File: config.mk
export PLATFORM = sky130hd
export DESIGN_NAME = seven_seg_scan_ctrl
export DESIGN_NICKNAME = d
export VERILOG_FILES = /design/src/rtl/seven_seg_scan_ctrl.sv
export SDC_FILE = /design/constraint.sdc
export NUM_CORES = 1
export LEC_CHECK = 0
export BUFFER_PORTS_ARGS = -buffer_cell sky130_fd_sc_hd__buf_4
export CELL_PAD_IN_SITES_DETAIL_PLACEMENT = 2
export CELL_PAD_IN_SITES_GLOBAL_PLACEMENT = 2
export CORE_MARGIN = 2
export CORE_UTILIZATION = 41
export DETAILED_ROUTE_END_ITERATION = 10
export PLACE_DENSITY_LB_ADDON = 0.25
export SYNTH_ARGS = -nofsm -noshare
export SYNTH_HDL_FRONTEND = slang
export SYNTH_SLANG_ARGS = --single-unit
File: constraint.sdc
create_clock -name clk -period 4.9 [get_ports clk]
set_clock_uncertainty 0.2 [all_clocks]
set_input_delay 0.245 -clock clk [delete_from_list [all_inputs] [get_ports clk]]
set_output_delay 0.245 -clock clk [all_outputs]
set_load 0.02 [all_outputs]
File: src/rtl/seven_seg_scan_ctrl.sv
// seven_seg_scan_ctrl: multiplexed scan of a common-anode 7-segment display with optional blanking gap.
// Define SEG_LZB_EN to enable leading-zero blanking of the upper digits.
module seven_seg_scan_ctrl #(
  parameter int NUM_DIGITS = 4,
  parameter int SCAN_DIV   = 50000,
  parameter int BLANK_CYC  = 8
) (
  input  logic                          clk,
  input  logic                          rst_n,
  input  logic                          disp_en,
  input  logic                          load_en,
  input  logic [4*NUM_DIGITS-1:0]       data_in,
  output logic [3:0]                    digit_val,
  output logic [$clog2(NUM_DIGITS)-1:0] digit_sel,
  output logic [NUM_DIGITS-1:0]         an_out,
  output logic                          frame_tick
);
  localparam int SW = $clog2(NUM_DIGITS);
  localparam int MX = SCAN_DIV > BLANK_CYC ? SCAN_DIV : BLANK_CYC;
  localparam int CW = $clog2(MX + 1);
  localparam logic [0:0] BLANK = 1'b0;
  localparam logic [0:0] SHOW  = 1'b1;
  localparam logic [SW-1:0] LAST = SW'(NUM_DIGITS - 1);
  localparam logic [CW-1:0] SHOW_END  = CW'(SCAN_DIV - 1);
  localparam logic [CW-1:0] BLANK_END = CW'(BLANK_CYC == 0 ? 0 : BLANK_CYC - 1);
  localparam logic [NUM_DIGITS-1:0] ONE = {{(NUM_DIGITS-1){1'b0}}, 1'b1};

  logic [0:0]              state;
  logic [CW-1:0]           cnt;
  logic [4*NUM_DIGITS-1:0] shadow;
  logic [SW-1:0]           nxt, ent_sel;
  logic                    show_end, blank_end, enter, lit;
  logic [3:0]              nibble;

  // ent_sel is the digit about to be lit: the held one after a gap, the next one when gapless
  always_comb begin
    nxt       = digit_sel == LAST ? '0 : digit_sel + 1'b1;
    show_end  = state == SHOW && cnt == SHOW_END;
    blank_end = state == BLANK && (BLANK_CYC == 0 || cnt == BLANK_END);
    enter     = blank_end || (show_end && BLANK_CYC == 0);
    ent_sel   = state == SHOW ? nxt : digit_sel;
    nibble    = 4'(shadow >> (4 * ent_sel));
`ifdef SEG_LZB_EN
    lit       = ent_sel == '0 || (shadow >> (4 * ent_sel)) != '0;
`else
    lit       = 1'b1;
`endif
  end

  always_ff @(posedge clk or negedge rst_n) begin
    if (!rst_n) begin
      state      <= BLANK;
      cnt        <= '0;
      shadow     <= '0;
      digit_sel  <= '0;
      digit_val  <= '0;
      an_out     <= '1;
      frame_tick <= 1'b0;
    end else begin
      if (load_en) shadow <= data_in;
      frame_tick <= 1'b0;
      if (!disp_en) begin
        state  <= BLANK;
        cnt    <= '0;
        an_out <= '1;
      end else begin
        cnt <= (blank_end || show_end) ? '0 : cnt + 1'b1;
        if (show_end) begin
          digit_sel  <= nxt;
          frame_tick <= digit_sel == LAST;
        end
        if (enter) begin
          state     <= SHOW;
          digit_val <= nibble;
          an_out    <= lit ? ~(ONE << ent_sel) : '1;
        end else if (show_end) begin
          state  <= BLANK;
          an_out <= '1;
        end
      end
    end
  end
endmodule

==> results.txt, run 1 <==
status: complete, no violations
final hold viol count: 0
post-synthesis register bit count: 44
clk_lat worst skew: 300 ps
DR vias/cell: 5.694
Wirelength per Cell: 24.20 um
CTS max path bufs: 2
r2r setup slk: 2140 ps
Mean Syn Cell Area: 12.73 sq um
H-tree depth: 2
max-cap viol count: 0
grt total ovfl: 0
crit-path max cell delay: 670 ps
Hold Crit Class: in -> reg
Worst Path Max Fanout: 19
CTS tree: built
switching part of the total: 25.81%
Slew Viols, Final: 0
Detail Placement HPWL: 3632 um
fin crit share: 56.25%
Final ANT Viol Nets: 0
clk slew on worst S/H paths: 80 ps
Worst R2R Path Depth: 4
largest net degree at the start of global routing: 45
Sequential Power Share: 55.4%
IO Pins: 31
Clock Root Buffer: clkbuf_8
combinational power share: 11.4%
Syn Nets: 185
post-synthesis cell area: 2076 sq um
Die X-Extent: 75.16 um
post-synthesis cell count: 163
Layout Nets: 231
CP arrival: 2730 ps
Tot GR Track Use: 26.89%
fmax: 0.3628 GHz
RR Startpoint: cnt[7]
Initial DRT Pass Iterations: 4
Synth top cells by count: 40 x dfrtp_1, 22 x mux2_2, 10 x nor3_1, 10 x xor2_1, 8 x nand3_1
Die Ht: 75.16 um
Die ar.: 5648 sq um
initial cell density of the core: 43.09%
fraction of final layout cells sized beyond drive strength 1: 34.76%
Distinct cells, synth: 38
critical hold path startpoint: disp_en
final wirelength: 6727 um
Resized cells post-CTS: 0
critical-path cell list: or4_4 -> nor4_4 -> and2_1 -> a32oi_1
final instance area: 2600 sq um
Power Dens Cells: 273.8 nW/um^2
core area: 4817 sq um
Area after DPL: 2338 sq um
TritonCTS buffer count: 5
dominant cells by area after synthesis: dfrtp_1 48%, mux2_2 12%, dfstp_2 5.1%
top-count cell post-synth: dfrtp_1
Residual DRC: 0
ys flop type: dfrtp_1
unrepaired setup endpoints after global routing: no
Int Pwr: 0.0005282 W
EDFF count, synth: 0
setup repair bufs after CTS: 0
DRT iter0 DRCs: 107
antenna violations before repair: 1
Clk pwr share: 33.2%
Yosys top cell by area: dfrtp_1
FFs w/ async S/R, synth: 100.0%
Rows: 25
slowest stage cell, crit path: and2_1
Max IR drop VDD: 0.1404 mV
Worst setup EP type: flop
Psw: 0.0001837 W
worst-margin pin slew: 982.9 ps
first-pass GRT wire length: 10,810 um
number of port buffers: 30
layout overhead on the synthesized area: 25.26%
top-area cell type share of the netlist area: 48.22%
Slew headroom: 32.60%
hold buffers post-CTS: 17
hold depth: 2
CP startpoint kind: flop
Crit path required time: 4870 ps
crit path time final: 2756 ps
crit-path leading delay family: simple AND/OR/NAND/NOR gates
Crit Path Category: reg -> reg
Syn. warnings: 0
detailed-route via count: 1,583
post-synthesis sequential area ratio: 53.29%
clk sinks: 44
Pleak: 1.121 nW
Final TNS setup: 0 ps
gpl congestion: 0.7765
Final setup viols: 0
Worst Path Buf+Inv: 0
WHS Endpoint: cnt[2]
vias in the first global route: 1,889
RR Endpoint: an_out[1]
routing by layer:
layer	track usage, %	vias up	routed length (um)	share of wire [%]
li1	-	701	-	-
met1	34.33	838	2804	42
met2	46.59	36	3649	54
met3	4.284	8	172	2.6
met4	9.162	0	99	1.5
met5	0	-	0	0
logic make-up (layout without fill, tap and decap cells):
logic type,count (synthesis),count (layout),share of synthesized area (%)
simple gates,49,49,15.13
flops,44,44,53.29
mux,28,28,17.24
compound gates,19,19,6.148
buf+inv,11,58,2.772
xor+xnor,10,10,4.219
fa+ha+maj,2,2,1.205
other cells,0,1,0
stage by stage:
stage | std cells | hold WS (ps) | total power, W | util (%) | worst slack (ps)
final | 278 | 35.86 | 0.0007119 | 53.97 | 2144
after detailed placement | 252 | 82.66 | 0.0004660 | 48.55 | 2218
after CTS | 277 | 19.84 | 0.0007093 | 53.92 | 2198
after floorplan | 163 | -250.6 | 0.0004324 | - | 2480
after global routing | 278 | 50.57 | 0.0007406 | 53.97 | 1960
after global placement | 252 | 64.06 | 0.0004599 | 48.55 | 2354
state kept, by name, summed over array words and instances (netlist names):
signal      flops
cnt            16
shadow         16
an_out          4
digit_val       4
digit_sel       2
frame_tick      1
state           1
cell usage in the layout, fill, tap and decap left out, types with 2 or more instances in the layout:
cell	n
dlygate4sd3_1	17
clkbuf_8	5
mux2i_1	2
inv_1	3
ha_1	2
a21oi_1	4
o21ai_0	5
mux4_2	4
nor2_1	3
nand3_1	8
a211oi_1	4
nand4_1	6
xor2_1	10
buf_4	30
nor3_1	10
a32oi_1	4
dfrtp_1	40
or3_1	3
nand2_1	3
dfstp_2	4
mux2_2	22
and2_1	4
how the worst max path moves through the flow:
stage                     depth (start not counted)  slack (ps)         start      endpoint
final                                             4        2140        cnt[7]     an_out[1]
after global placement                            5        2350  digit_sel[0]  digit_val[0]
after detailed placement                          4        2220        cnt[3]     an_out[2]
after global routing                              4        1960        cnt[3]     an_out[1]
after floorplan                                   5        2480  digit_sel[0]  digit_val[0]
after CTS                                         4        2200        cnt[3]     an_out[2]
power groups by stage:
stage               registers [W]   logic, W  clock network [W]
CTS                      0.000392  0.0000780           0.000239
global placement         0.000397  0.0000630                  0
global route             0.000396  0.0000872           0.000257
detailed placement       0.000399  0.0000670                  0
finish                   0.000395  0.0000809           0.000236
floorplan                0.000399  0.0000335                  0
final cells by class:
cell class	instances	area, sq um
Antenna cell	1	2.502
Clock buffer	6	72.57
Clock inverter	2	16.27
Fill cell	477	2217
Inverter	3	11.26
Multi-Input combinational cell	108	912.1
Sequential cell	44	1106
Tap cell	67	83.83
Timing Repair Buffer	47	395.4
No activity file was read; power rests on OpenSTA's default activity.
==> inputs of run 2 (changes only) <==
--- a/config.mk
+++ b/config.mk
@@ -9,7 +9,7 @@
 export CELL_PAD_IN_SITES_DETAIL_PLACEMENT = 2
 export CELL_PAD_IN_SITES_GLOBAL_PLACEMENT = 2
 export CORE_MARGIN = 2
-export CORE_UTILIZATION = 41
+export CORE_UTILIZATION = 34
 export DETAILED_ROUTE_END_ITERATION = 10
 export PLACE_DENSITY_LB_ADDON = 0.25
 export SYNTH_ARGS = -nofsm -noshare
==> constraint.sdc (replaced) <==
create_clock -name clk -period 2.25 [get_ports clk]
set_clock_uncertainty 0.2 [all_clocks]
set_input_delay 0.1125 -clock clk [delete_from_list [all_inputs] [get_ports clk]]
set_output_delay 0.1125 -clock clk [all_outputs]
set_load 0.02 [all_outputs]
==> results.txt, run 2 (synthesis results as in run 1) <==
status: complete, no violations
Worst Path Buf+Inv: 1
Slew headroom: 62.20%
CTS max path bufs: 2
Crit path required time: 2250 ps
critical-path cell list: buf_4 -> and4_2 -> nand4_1 -> or4b_1 -> a211oi_1
Wirelength per Cell: 20.06 um
Final ANT Viol Nets: 0
CTS tree: built
IO Pins: 31
clk sinks: 44
fraction of final layout cells sized beyond drive strength 1: 40.35%
CP arrival: 2150 ps
TritonCTS buffer count: 5
Die ar.: 6746 sq um
largest net degree at the start of global routing: 45
Initial DRT Pass Iterations: 4
antenna violations before repair: 0
Ant. Diodes: 0
worst-margin pin slew: 567.0 ps
Area after DPL: 2479 sq um
Tot GR Track Use: 19.44%
most common cell after layout, fill and taps aside: buf_4
Setup Slack @ Placement: 36.10 ps
layout overhead on the synthesized area: 35.08%
Slew Viols, Final: 0
DR vias/cell: 5.224
Detail Placement HPWL: 3901 um
fmax: 0.4648 GHz
H-tree depth: 2
Pleak: 1.235 nW
placed insts: 274
setup slack after layout: 98.46 ps
largest registers: cnt: 16 flops, shadow: 16 flops
clk_lat worst skew: 300 ps
first-pass GRT wire length: 9646 um
crit-path leading delay family: simple AND/OR/NAND/NOR gates
Rows: 28
Final setup viols: 0
crit path time final: 2152 ps
initial cell density of the core: 35.06%
Worst Path Max Fanout: 6
core area: 5921 sq um
Worst setup EP type: flop
max-cap viol count: 0
final hold viol count: 0
Crit Path Category: reg -> reg
Die X-Extent: 82.14 um
Power Dens Cells: 586.9 nW/um^2
Die Ht: 82.14 um
clk slew on worst S/H paths: 80 ps
unrepaired setup endpoints after global routing: no
worst-case hold slack: 61.28 ps
final wirelength: 6079 um
grt total ovfl: 0
vias in the first global route: 1,825
Clock Root Buffer: clkbuf_8
DRT iter0 DRCs: 60
Residual DRC: 0
Max IR drop VDD: 0.3218 mV
gpl congestion: 0.7977
detailed-route via count: 1,583
CP startpoint kind: flop
final instance area: 2804 sq um
non-filler cells, final: 303
most frequent cells in the layout: 45 x buf_4, 39 x dfrtp_1, 22 x mux2_2, 18 x dlygate4sd3_1
Final TNS setup: 0 ps
Layout Nets: 249
number of port buffers: 30
fin crit share: 95.62%
Hold Crit Class: in -> reg
crit-path max cell delay: 570 ps
slowest stage cell, crit path: or4b_1
==> run 2: path summary, 6_finish.rpt <==
kind | end | cells past startpoint | startpoint | slack, ps
worst min-delay path | shadow[12] | 2 | load_en | 60
min in group asynchronous | cnt[13] | 2 | rst_n | 150
worst max-delay path | cnt[14] | 5 | cnt[7] | 100
worst max register to register | cnt[14] | 5 | cnt[7] | 100
max in group asynchronous | cnt[6] | 2 | rst_n | 1300
worst min register to register | cnt[0] | 1 | cnt[0] | 260
==> run 2: power by group <==
part / internal [W] / switching [W]
Combinational: 0.000105 / 0.0000767
Sequential: 0.000830 / 0.0000278
Clock: 0.000333 / 0.000273
Total: 0.00127 / 0.000377
==> run 2: what timing repair did <==
item | CTS | global route
endpoints found under the setup margin | 0 | 21
endpoints found under the hold margin | 61 | 0
hold buffers | 18 | 0
setup buffers | 0 | 3
resized for setup | 0 | 2
==> run 2: metal layers <==
metal	vias to the layer above	part of all wire [%]	track usage (%)	wire (um)
met5	-	0	0	0
met1	822	45	25.53	2756
met4	0	0.44	3.833	27
met2	27	52	33.17	3144
met3	2	2.5	4.348	151
li1	732	-	-	-
==> run 2: area by class of cell <==
cell class / instances / area [sq um]
clock buffers: 7 / 76.32
clock inverters: 1 / 30.03
fillers: 588 / 3117
inverters: 3 / 11.26
multi-input cells: 108 / 927.1
flip-flops and latches: 44 / 1107
well taps: 75 / 93.84
repair buffers: 65 / 558.0
==> run 2: metrics by stage <==
stage / utilization, % / power, W
floorplan: - / 0.0009419
detailed placement: 41.86 / 0.001024
global placement: 41.86 / 0.001011
global route: 47.36 / 0.001710
CTS: 46.70 / 0.001652
finish: 47.36 / 0.001646
==> run 2: worst register-to-register path, cell delays in order, from the launching register on <==
cell,delay [ps]
dfrtp_1,380
buf_4,140
and4_2,270
nand4_1,240
or4b_1,570
a211oi_1,260
